[src/rtl/multi_cycle_mips.sv]
// multi_cycle_mips: multi-cycle MIPS subset core (FETCH/DECODE/EXEC/MEM/WB) with handshaked memories
module multi_cycle_mips #(
    parameter logic [31:0] RESET_PC    = 32'h0,
    parameter int          DMEM_AW     = 7,
    parameter int          MEM_TIMEOUT = 15
) (
    input  logic               clk,
    input  logic               rst_n,
    output logic [31:0]        IR_addr,
    output logic               IR_req,
    input  logic [31:0]        IR,
    input  logic               IR_valid,
    output logic               CEN,
    output logic               WEN,
    output logic               OEN,
    output logic [DMEM_AW-1:0] A,
    output logic [31:0]        Data2Mem,
    input  logic [31:0]        ReadDataMem,
    input  logic               mem_ready,
    output logic               instr_done,
    output logic               illegal,
    output logic               bus_err
);
    typedef enum logic [2:0] {FETCH, DECODE, EXEC, MEM, WB} state_t;
    state_t state, nstate;
    logic [31:0] pc, ir, a_reg, b_reg, imm_ext, pc4, br_tgt, alu_out, mdr;
    logic [31:0] alu_res, alu_b, simm, j_tgt, wd, rs_val, rt_val;
    logic [31:0] rf [32];
    logic [7:0]  tcnt;
    logic [5:0]  op, funct;
    logic [4:0]  rs, rt, rd, wa;
    logic is_r, r_alu, is_jr, is_addi, is_lw, is_sw, is_beq, is_bne, is_j, is_jal;
    logic legal, to_wb, is_mem, taken, mem_exit;

    assign op      = ir[31:26];
    assign rs      = ir[25:21];
    assign rt      = ir[20:16];
    assign rd      = ir[15:11];
    assign funct   = ir[5:0];
    assign is_r    = op == 6'h00;
    assign r_alu   = is_r && (funct == 6'h20 || funct == 6'h22 || funct == 6'h24 || funct == 6'h25 || funct == 6'h2A);
    assign is_jr   = is_r && funct == 6'h08;
    assign is_addi = op == 6'h08;
    assign is_lw   = op == 6'h23;
    assign is_sw   = op == 6'h2B;
    assign is_beq  = op == 6'h04;
    assign is_bne  = op == 6'h05;
    assign is_j    = op == 6'h02;
    assign is_jal  = op == 6'h03;
    assign legal   = r_alu || is_jr || is_addi || is_lw || is_sw || is_beq || is_bne || is_j || is_jal;
    assign to_wb   = r_alu || is_addi || is_jal;
    assign is_mem  = is_lw || is_sw;
    assign simm    = {{16{ir[15]}}, ir[15:0]};
    assign j_tgt   = {pc4[31:28], ir[25:0], 2'b00};
    assign taken   = is_beq ? (a_reg == b_reg) : (a_reg != b_reg);
    assign rs_val  = (rs == 5'd0) ? 32'd0 : rf[rs];
    assign rt_val  = (rt == 5'd0) ? 32'd0 : rf[rt];
    assign alu_b   = is_r ? b_reg : imm_ext;
    assign alu_res = !is_r           ? a_reg + alu_b :
                     funct == 6'h22  ? a_reg - alu_b :
                     funct == 6'h24  ? a_reg & alu_b :
                     funct == 6'h25  ? a_reg | alu_b :
                     funct == 6'h2A  ? {31'd0, $signed(a_reg) < $signed(alu_b)} :
                                       a_reg + alu_b;
    assign mem_exit = mem_ready || tcnt == 8'(MEM_TIMEOUT - 1);
    assign wa      = is_jal ? 5'd31 : is_r ? rd : rt;
    assign wd      = is_jal ? pc4 : is_lw ? mdr : alu_out;
    assign IR_addr = pc;
    assign IR_req  = state == FETCH && !rst_n;

    // State register
    always_ff @(posedge clk)
        state <= rst_n ? FETCH : nstate;

    // Next-state selection; a successful load continues to WB, everything else leaving MEM retires
    always_comb begin
        nstate = state;
        case (state)
            FETCH:   nstate = IR_valid ? DECODE : FETCH;
            DECODE:  nstate = EXEC;
            EXEC:    nstate = is_mem ? MEM : to_wb ? WB : FETCH;
            MEM:     nstate = !mem_exit ? MEM : (mem_ready && is_lw) ? WB : FETCH;
            WB:      nstate = FETCH;
            default: nstate = FETCH;
        endcase
    end

    // Register file write port; $0 is never written so it always reads back as zero
    always_ff @(posedge clk)
        if (!rst_n && state == WB && wa != 5'd0) rf[wa] <= wd;

    // Datapath, PC update, data-port strobes, timeout counter and sticky flags
    always_ff @(posedge clk) begin
        if (rst_n) begin
            pc         <= RESET_PC;
            CEN        <= 1'b1;
            WEN        <= 1'b1;
            OEN        <= 1'b1;
            A          <= '0;
            Data2Mem   <= '0;
            instr_done <= 1'b0;
            illegal    <= 1'b0;
            bus_err    <= 1'b0;
            tcnt       <= '0;
        end else begin
            instr_done <= state != FETCH && nstate == FETCH;
            if (state == FETCH && IR_valid) ir <= IR;
            if (state == DECODE) begin
                a_reg   <= rs_val;
                b_reg   <= rt_val;
                imm_ext <= simm;
                pc4     <= pc + 32'd4;
                br_tgt  <= pc + 32'd4 + {simm[29:0], 2'b00};
            end
            if (state == EXEC) begin
                alu_out <= alu_res;
                if (!legal) illegal <= 1'b1;
                if (!legal) pc <= pc4;
                if (is_beq || is_bne) pc <= taken ? br_tgt : pc4;
                if (is_j || is_jal) pc <= j_tgt;
                if (is_jr) pc <= a_reg;
                if (is_mem) begin
                    CEN <= 1'b0;
                    WEN <= !is_sw;
                    OEN <= is_sw;
                    A   <= alu_res[DMEM_AW-1:0];
                end
                if (is_sw) Data2Mem <= b_reg;
            end
            if (state == MEM) begin
                tcnt <= mem_exit ? 8'd0 : tcnt + 8'd1;
                if (mem_ready) mdr <= ReadDataMem;
                if (!mem_ready && mem_exit) bus_err <= 1'b1;
                if (mem_exit) begin
                    CEN <= 1'b1;
                    WEN <= 1'b1;
                    OEN <= 1'b1;
                end
                if (nstate == FETCH) pc <= pc4;
            end
            if (state == WB && !is_jal) pc <= pc4;
        end
    end
endmodule

[config.mk]
export PLATFORM = sky130hd
export DESIGN_NAME = multi_cycle_mips
export DESIGN_NICKNAME = d
export VERILOG_FILES = /design/src/rtl/multi_cycle_mips.sv
export SDC_FILE = /design/constraint.sdc
export NUM_CORES = 2
export LEC_CHECK = 0
export CAP_MARGIN = 20
export CORE_UTILIZATION = 35
export DETAILED_ROUTE_END_ITERATION = 6
export SLEW_MARGIN = 20
export SYNTH_ARGS = -nofsm -noshare
export SYNTH_HDL_FRONTEND = slang
export SYNTH_SLANG_ARGS = --single-unit
[constraint.sdc]
create_clock -name clk -period 19.37 [get_ports clk]
set_clock_uncertainty 0.2 [all_clocks]
set_input_delay 3.874 -clock clk [delete_from_list [all_inputs] [get_ports clk]]
set_output_delay 3.874 -clock clk [all_outputs]
set_load 0.02 [all_outputs]
* After elaboration in Yosys (flattened, before gate mapping)
Memory sizes are Yosys's and may differ from the RTL's. A register that Yosys moved wholly into a read port is not among the register bits.
Index checks and enable logic that the tools add are counted.
** Operators by class
- Reduce and logical (&&, ||, !) cells :: 47
- Add/subtract/negate cells :: 5
- Equality and inequality tests :: 20
- Bitwise operators :: 4
- Multiplexer cells :: 41
- Order comparisons :: 1
** Operators with widths (number)
- 32-bit two-way mux :: 17
- 32-bit adder :: 2
- 6-bit == test, second input constant :: 7
- 32-bit by 3-bit adder with 32-bit output, second input constant :: 1
- 32-bit bitwise AND :: 1
- 32-bit == test :: 1
- 32-bit < comparator :: 1
- 32-bit != test :: 1
- 32-bit OR :: 1
- 32-bit subtractor :: 1
- 1-bit logical OR :: 18
- 1-bit two-way mux :: 16
- 2-bit AND reduction :: 7
- 6-bit by 2-bit == test with 1-bit output, second input constant :: 2
- 6-bit by 3-bit == test with 1-bit output, second input constant :: 2
- 6-bit by 4-bit == test with 1-bit output, second input constant :: 2
- 3-bit two-way mux :: 4
- 3-bit one-hot mux with 4 select lines :: 1
- 1-bit logical AND :: 10
- 5-bit logical NOT :: 2
- 5-bit two-way mux :: 2
- 8-bit by 1-bit adder with 8-bit output, second input constant :: 1
- 8-bit by 4-bit == test with 1-bit output, second input constant :: 1
- 8-bit two-way mux :: 1
- other kinds (10) :: 16
** Storage, ports and cells
- Logic and storage cells :: 136
- Input bits :: 68
- Memories :: 1
- Flip-flop bits (word level) :: 264
- Memory bits (writable) :: 1024
** Memories
- rf :: depth 32, width 32, read ports 2, clocked after memory_dff 2, write ports 1, RTL line 28 : logic [31:0] rf [32];

* Longest topological paths before layout
- Word-level depth :: 22
- Mapped depth :: 20
- Depth with buffers taken out :: 17

* Worst setup path after synthesis
OpenSTA, ideal clock, no wires.
- Path type :: input-to-reg
- Start point :: input rst_n
- End point :: register state[1]
- Cell stages on the path :: 3
- Path slack :: -685 ps
- Data arrival time :: 19687 ps
- Library setup time :: 168 ps
- Path through :: clkbuf_1 > nor4b_1 > o21bai_1
** RTL lines
- start: declaration :: RTL line 8 : input logic rst_n,
- end signal: assignment :: RTL line 73 : state <= rst_n ? FETCH : nstate;
- end: declaration :: RTL line 25 : state_t state, nstate;

* Worst setup path in the final report
- Start point :: input rst_n
- End point :: output IR_req
** Between the ends
- Cells in the longest elaborated chain, start to end :: 2
** Ends and longest elaborated chain
- 1-bit logical NOT :: RTL line 69 : assign IR_req = state == FETCH && !rst_n;
- 1-bit logical AND :: RTL line 69
- end: declaration :: RTL line 10 : output logic IR_req,
Every way passes these cells.

==> summary.txt <==
Drt
  • Initial drt markers: 5090
  • Vias post-DR: 41500
  • Total routed wirelength: 211 mm
  • Met2 WL: 100 mm
  • Vias per cell: 5.93
  • WL/cell: 30.1 microns
  • Wire length on met3: 17.7 mm
  • Top layer used by detailed routing: met5
  • 1st-pass router iterations: 5
  • Number of routed nets with antenna violations: 0
  • Wire length on met1: 84.8 mm
  • Drt drc: 0

STA
  • Setup-failing EPs final: 0
  • Unrepaired setup endpoints after global routing: no
  • Max Clk Rate: 108 MHz
  • Max Slew Vio Count: 0
  • Setup ws final: 10.14 ns
  • Final Hold Fails: 0
  • Worst-margin pin slew: 1.14 ns
  • Relative slew slack: 23.7%
  • Period Utilization, post-route: 47.7%
  • Final critical-path required period: 9.23 ns
  • Fin Setup TNS: 0 ns

Global route
  • Congestion Overflow GR: 0
  • Global-route wire length before repair: 301 mm
  • Largest net degree at the start of global routing: 130
  • Vias in the first global route: 41100
  • Initial antenna violation count: 7
  • Total global-route track usage: 21.6%

Die
  • DIE AREA: 193000 sq um
  • Initial Util: 35.3%
  • Chip Height: 440 microns
  • # IOs: 146
  • Cell Rows: 160
  • Chip Width: 440 microns
  • Core Area: 190000 sq um

Placed design
  • DPL Wire Length: 133 mm
  • RD Place Congestion: 0.931
  • IO Port Bufs: 145
  • DP Cell Count: 6723
  • Place WS: 10.14 ns
  • Area of placed instances: 72200 sq um

Synth
  • Predominant post-synthesis flop cell: edfxtp_1
  • Count leader, synth: edfxtp_1
  • Number of synthesized register bits: 1350
  • Synthesized area per cell: 16.0 sq um
  • Synth top cells by count: 1262 x edfxtp_1, 640 x mux4_2, 285 x nor2_1
  • Ys async rst share: 0%
  • Warnings, synthesis: 0
  • Synth top area share: 56.5%
  • Seq/Total Area, Yosys: 59.1%
  • Synth Cell Area: 67100 sq um
  • Cell taking the most area after synthesis: edfxtp_1
  • EDFF count, synth: 1262
  • Synth top area cells: edfxtp_1 56%, mux4_2 21%, dfxtp_1 2.6%, ha_1 2.4%, nor2_1 1.6%
  • Synth Instances: 4195
  • Unique masters post-synth: 76

Critical path
  • Worst path arrival time: 5.16 ns
  • Crit end category: output pin
  • Cells along the critical path: buf_4, nor4_1, clkdlybuf4s50_1
  • Type of origin of the critical path: input pin
  • Worst Path Max Fanout: 44
  • Worst EP required: 15.30 ns
  • Crit Path Category: in -> out
  • CP peak stage delay: 0.68 ns
  • Slowest cell on crit path: clkdlybuf4s50_1

Final layout
  • Most flop-heavy register: rf
  • Number of flip-flops in the largest register: 1024
  • Share of cells above drive strength 1: 24.3%
  • Fin area: 77200 sq um
  • Synth-to-layout area growth: 15.0%
  • # diodes: 0
  • Nets@finish: 4562
  • Non-Filler Instances: 6995

Clock network
  • # H-tree levels: 4
  • Post-CTS Setup Bufs: 0
  • Clock transition at the registers of the reported paths: 0.06 ns
  • Clock Path Buffers: 3
  • Worst-Skew Late Latency: 0.81 ns
  • Inserted Clock Buffers: 148
  • CTS tree: built
  • CTS Sinks: 1350
  • Post_cts resized: 0
  • Cts hold-fix bufs: 0
  • CTS root buffer: clkbuf_16

Outcome
  • Status: complete, no violations

Worst hold path
  • Hold WC Path Type: reg -> reg

Power and ir drop
  • Power per cell area: 85.9 nW/um^2
  • Leak: 25.2 nW
  • Overall power: 6.63 mW
  • Peak supply drop: 0.0665 mV

Flow run
  • MaxCap Viol Count: 0
## metrics by stage
step	hold slack, ns	utilization (%)
after floorplan	0.236	-
after global placement	0.235	37.9
after detailed placement	0.248	37.9
after CTS	0.256	40.5
after global routing	0.275	40.5
final	0.252	40.5
## per-layer routing
layer / track usage [%] / vias up
met5: 0 / -
met2: 34.6 / 2001
met4: 7.70 / 4
li1: - / 17300
met1: 29.6 / 21900
met3: 3.87 / 312
## worst paths after layout
kind	slack (ns)	cells past startpoint	end	from
setup / recovery	10.14	3	IR_req	rst_n
hold / removal	0.25	2	CEN	CEN
setup reg to reg	13.00	17	alu_out[0]	ir[26]
hold reg to reg	0.25	2	CEN	CEN
## final cells by class
type                    count  area [sq um]
clock buffers             184          3950
clock inverters            87          1000
fillers                 17000        113000
inverters                 155           582
multi-input cells        2436         26400
flip-flops and latches   1350         39700
well taps                2511          3140
repair buffers            272          2490
## cells by family (layout without fill, tap and decap cells)
group	after synthesis	count (layout)	share of synthesized area (%)
other cells	1	32	0.00559
flops	1350	1350	59.1
fa+ha+maj	131	131	2.48
simple gates	776	776	5.22
compound gates	647	647	6.31
xor+xnor	106	106	1.38
buf+inv	440	698	2.48
mux	744	744	23.0
## layout by cell type, fill, tap and decap left out, types with 43 or more instances in the layout
cell and count:
dfxtp_1 88, inv_1 155, clkdlybuf4s50_1 144, a21oi_1 174
mux4_2 640, ha_1 128, mux2i_1 104, edfxtp_1 1262
nor2_1 248, nand2_1 237, buf_4 121, nor3_1 61
xor2_1 46, clkbuf_16 150, a221oi_1 43, o21ai_0 111
xnor2_1 60
## power by group
| part | switching [mW] | internal, mW | leakage [nW] | total, mW |
|---|---|---|---|---|
| Combinational | 0.293 | 0.222 | 10.7 | 0.515 |
| Sequential | 0.0352 | 3.20 | 12.1 | 3.24 |
| Clock | 1.24 | 1.64 | 2.38 | 2.88 |
## worst max-delay path: cells and delay by family
| kind | cells | cell delay (ns) |
|---|---|---|
| buffers and inverters | 2 | 0.95 |
| and+or+nand+nor | 1 | 0.33 |
(Power assumes the default switching activity.)
